### config.mk
export PLATFORM = sky130hd
export DESIGN_NAME = ir_prefetch_queue
export DESIGN_NICKNAME = d
export VERILOG_FILES = /design/src/rtl/ir_prefetch_queue.sv
export SDC_FILE = /design/constraint.sdc
export NUM_CORES = 1
export LEC_CHECK = 0
export ABC_AREA = 1
export CAP_MARGIN = 20
export CORE_MARGIN = 3
export CORE_UTILIZATION = 53
export DETAILED_ROUTE_END_ITERATION = 8
export PLACE_DENSITY = 0.9
export RECOVER_POWER = 100
export REMOVE_ABC_BUFFERS = 1
export SKIP_CTS_REPAIR_TIMING = 1
export SLEW_MARGIN = 25
export SYNTH_ARGS = -nofsm -noshare
export SYNTH_HDL_FRONTEND = slang
export SYNTH_SLANG_ARGS = --single-unit
### constraint.sdc
create_clock -name Clock -period 3 [get_ports Clock]
set_input_delay 0.6 -clock Clock [delete_from_list [all_inputs] [get_ports Clock]]
set_output_delay 0.6 -clock Clock [all_outputs]
set_load 0.02 [all_outputs]
### src/rtl/ir_prefetch_queue.sv
// Instruction register fed by a DEPTH-entry prefetch queue; all state updates on
// the falling clock edge, and the decoded fields are combinational slices of IR.
module ir_prefetch_queue #(
    parameter int IW    = 10,
    parameter int DEPTH = 4,
    parameter int OPW   = 4,
    parameter int RW    = 3
) (
    input  logic                   Clock,
    input  logic                   Resetn,
    input  logic [IW-1:0]          DIN,
    input  logic                   Wr,
    input  logic                   IRin,
    input  logic                   Flush,
    output logic [IW-1:0]          IR,
    output logic                   IRvalid,
    output logic [OPW-1:0]         Opcode,
    output logic [RW-1:0]          RX,
    output logic [RW-1:0]          RY,
    output logic                   Empty,
    output logic                   Full,
    output logic [$clog2(DEPTH):0] Count,
    output logic                   Overflow
);

    localparam int AW = $clog2(DEPTH);
    localparam logic [AW-1:0] PTR_INC   = AW'(1);
    localparam logic [AW:0]   DEPTH_CNT = (AW+1)'(DEPTH);

    generate
        if ((OPW + 2*RW != IW) || (DEPTH < 2) || ((DEPTH & (DEPTH - 1)) != 0)) begin : g_bad_params
            $error("ir_prefetch_queue: illegal parameter combination");
        end
    endgenerate

    logic [IW-1:0] mem_q [DEPTH];
    logic [AW-1:0] rptr_q, rptr_d, wptr_q, wptr_d;
    logic [AW:0]   count_q, count_d;
    logic [IW-1:0] ir_q, ir_d;
    logic          irvalid_q, irvalid_d;
    logic          empty_q, empty_d;
    logic          full_q, full_d;
    logic          overflow_q, overflow_d;
    logic          pop_s, push_s;

    // A push is still accepted at Full when the same edge frees a slot by popping.
    always_comb begin
        pop_s  = IRin && !empty_q;
        push_s = Wr && (!full_q || pop_s);
    end

    // Next-state logic; Flush overrides every other request on the edge.
    always_comb begin
        rptr_d     = rptr_q;
        wptr_d     = wptr_q;
        count_d    = count_q;
        ir_d       = ir_q;
        irvalid_d  = irvalid_q;
        empty_d    = empty_q;
        full_d     = full_q;
        overflow_d = overflow_q;
        if (Flush) begin
            rptr_d     = '0;
            wptr_d     = '0;
            count_d    = '0;
            ir_d       = '0;
            irvalid_d  = 1'b0;
            empty_d    = 1'b1;
            full_d     = 1'b0;
            overflow_d = 1'b0;
        end else begin
            if (pop_s) begin
                ir_d      = mem_q[rptr_q];
                irvalid_d = 1'b1;
                rptr_d    = rptr_q + PTR_INC;
            end else if (IRin) begin
                irvalid_d = 1'b0;
            end else begin
                irvalid_d = irvalid_q;
            end
            if (push_s) begin
                wptr_d = wptr_q + PTR_INC;
            end else begin
                wptr_d = wptr_q;
            end
            if (Wr && !push_s) begin
                overflow_d = 1'b1;
            end else begin
                overflow_d = overflow_q;
            end
            count_d = count_q + (AW+1)'(push_s) - (AW+1)'(pop_s);
            empty_d = (count_d == '0);
            full_d  = (count_d == DEPTH_CNT);
        end
    end

    // Control and IR registers, cleared asynchronously by Resetn.
    always_ff @(negedge Clock or negedge Resetn) begin
        if (!Resetn) begin
            rptr_q     <= '0;
            wptr_q     <= '0;
            count_q    <= '0;
            ir_q       <= '0;
            irvalid_q  <= 1'b0;
            empty_q    <= 1'b1;
            full_q     <= 1'b0;
            overflow_q <= 1'b0;
        end else begin
            rptr_q     <= rptr_d;
            wptr_q     <= wptr_d;
            count_q    <= count_d;
            ir_q       <= ir_d;
            irvalid_q  <= irvalid_d;
            empty_q    <= empty_d;
            full_q     <= full_d;
            overflow_q <= overflow_d;
        end
    end

    // Storage array carries no reset; entries are only read after being written.
    always_ff @(negedge Clock) begin
        if (push_s && !Flush) begin
            mem_q[wptr_q] <= DIN;
        end
    end

    assign IR       = ir_q;
    assign IRvalid  = irvalid_q;
    assign Opcode   = ir_q[IW-1 -: OPW];
    assign RX       = ir_q[2*RW-1 -: RW];
    assign RY       = ir_q[RW-1:0];
    assign Empty    = empty_q;
    assign Full     = full_q;
    assign Count    = count_q;
    assign Overflow = overflow_q;

endmodule
==> out/results.ini <==
[placement]
gp_congestion = 0.795
dp.final_hpwl_um = 3800
port_buffers = 41
dp.cells = 357

[run_status]
violations = setup timing
status = finished, violations left

[global_route]
overflow = 0
grt_use_total = 0.226
grt_max_degree = 23
antenna_found_initial = 0
grt_pass1_wl_um = 9910
first_global_vias = 2048

[power_and_ir_drop]
internal_power_w = 0.00193
powerDensity_nw_per_um2 = 821
ir_drop_mv = 0.798
clkPwrFrac = 0.317
combPwrFrac = 0.323
power_leakage_nw = 1.79
switchingPower_w = 0.00114
pwr-share-seq = 0.359
swShare = 0.371

[sta]
layout_setup_ws_ps = -430
finalSetupViolCount = 25
tightest_slew_ps = 760
clock_skew_ps = 98.0
finalHoldViolations = 0
maxSlewViolCount = 0
slew_headroom = 0.494
rsz0062_at_grt = true

[cells_and_area]
antenna_cells = 0
num-nets-final = 369
final_common_cell = nand2_1
layout_common_cells = 74 x nand2_1, 53 x inv_1, 40 x edfxtp_1
syn_to_final_growth_pct = 42.4
drive_above_1_share = 0.284
utilization = 0.817
fin_cells = 417

[floorplan]
die_y_um = 76.3
io_pins = 42
initial_core_util = 0.574
rows = 24
dieWidth_um = 76.3
core_region_area_um2 = 4560
die_area_um2 = 5820

[worst_setup_path]
crit_fanout = 4
critPathCaptureType = register
timing.rr.start = Empty
critPathLaunchType = input pin
setup.worst_path.start = Wr
critPathKind = input pin to register
worstPathArrival_ps = 2110
worstPathRequired_ps = 1680

[synthesis]
ys_seq_elements = 61
yosys_warnings = 0
avgSynthCellArea_um2 = 10.9
synth_top_area_frac = 0.459
synth_area_leaders = edfxtp_1 46%, dfrtn_1 19%, nand2_1 11%
yosysUniqueCellTypes = 19
syn_inst = 241
synth_largest_area_cell = edfxtp_1
yosysSeqAreaShare = 0.660
synth_area_um2 = 2620

[clock_network]
cts_root_buf = clkbuf_8
worstSkewPairLatency_ps = 430
cts.sinks = 61
cts_htree_levels = 3
path_clk_slew_ps = 50
clk_path_buf_depth = 2
numCtsBuffers = 9
cts_tree = done

[drt]
firstDrtPassIters = 4
remaining_drc_errors = 0
vias_per_cell = 5.06
avgRoutedWirePerCell_um = 16.4
wl_um = 6830
ant_nets = 0
drt_iter0_markers = 183
vias = 2111

[flow_run]
maxCapViolCount = 0

[hold_path]
min_path_type = register to register
hp-start = mem_q[2][8]

-- routing by layer --
layer  vias to the layer above  part of all wire  GRT usage
li1                        998                 -          -
met1                      1015              0.38      0.252
met2                        78              0.53      0.384
met3                        20             0.055     0.0567
met4                         0             0.034      0.145
met5                         -                 0          0
-- cells in the mapped netlist --
cell / instances
nand3_1: 38
nor2_1: 10
dfstp_2: 1
fa_1: 1
buf_2: 4
nor2_4: 2
inv_1: 17
a21oi_1: 3
nand4_1: 2
nand2_2: 2
nand2_4: 1
nand2_1: 76
nand3_2: 1
inv_2: 3
dfrtn_1: 20
o22ai_1: 1
edfxtp_1: 40
ha_1: 6
buf_4: 13
-- cell type report --
class	count	area [um^2]
flip-flops and latches	61	1730
fillers	270	835
multi-input cells	143	820
repair buffers	72	677
clock inverters	46	211
clock buffers	11	141
well taps	65	81.3
inverters	19	71.3
-- worst max-delay path, cell delays in order --
cell	delay, ps
dlymetal6s2s_1	180
nand2_4	90
ha_4	250
inv_2	70
ha_4	130
inv_2	30
fa_2	430
nand2_1	90
nand3_1	100
nand3_2	90
nor2_2	40
-- flip-flops by register name (all words and copies together) (netlist names), 2 cells and up --
name / count
Count: 3
IR: 10
mem_q: 40
rptr_q: 2
wptr_q: 2
-- logic make-up (layout without fill, tap and decap cells) --
logic type	Yosys count	count (layout)	share of synthesized area
flip-flops	61	61	0.660
AO/OA/AOI/OAI	4	4	0.00812
buffers and inverters	37	148	0.0736
adder cells (fa/ha/maj)	7	7	0.0363
AND/OR/NAND/NOR	132	132	0.222
-- through the flow --
stage	cell area (um^2)	setup slack (ps)	power [W]	setup TNS (ps)	hold WS [ps]
floorplan	2500	-638	0.00158	-9660	428
finish	3730	-430	0.00306	-2400	489
global placement	3200	-1170	0.00192	-35360	440
CTS	3540	-886	0.00285	-26350	460
detailed placement	3200	-1260	0.00196	-37910	446
global route	3730	-497	0.00325	-3410	529
-- path summary, 6_finish.rpt --
path,end,slack [ps],cells past startpoint
setup / recovery,Full,-430,11
min in group asynchronous,Overflow,2170,2
hold reg to reg,IR[8],490,4
max in group asynchronous,wptr_q[1],320,2
hold / removal,IR[8],490,4
setup reg to reg,Full,790,13
-- power groups by stage --
| stage | clock [W] | combinational (W) | sequential, W |
|---|---|---|---|
| after CTS | 0.000970 | 0.000791 | 0.00109 |
| after global placement | 0.0000838 | 0.000749 | 0.00109 |
| after detailed placement | 0.0000838 | 0.000779 | 0.00110 |
| after global routing | 0.00107 | 0.00106 | 0.00111 |
| final | 0.000972 | 0.000990 | 0.00110 |
| after floorplan | 0.0000838 | 0.000304 | 0.00119 |
No activity file was read; power rests on OpenSTA's default activity.
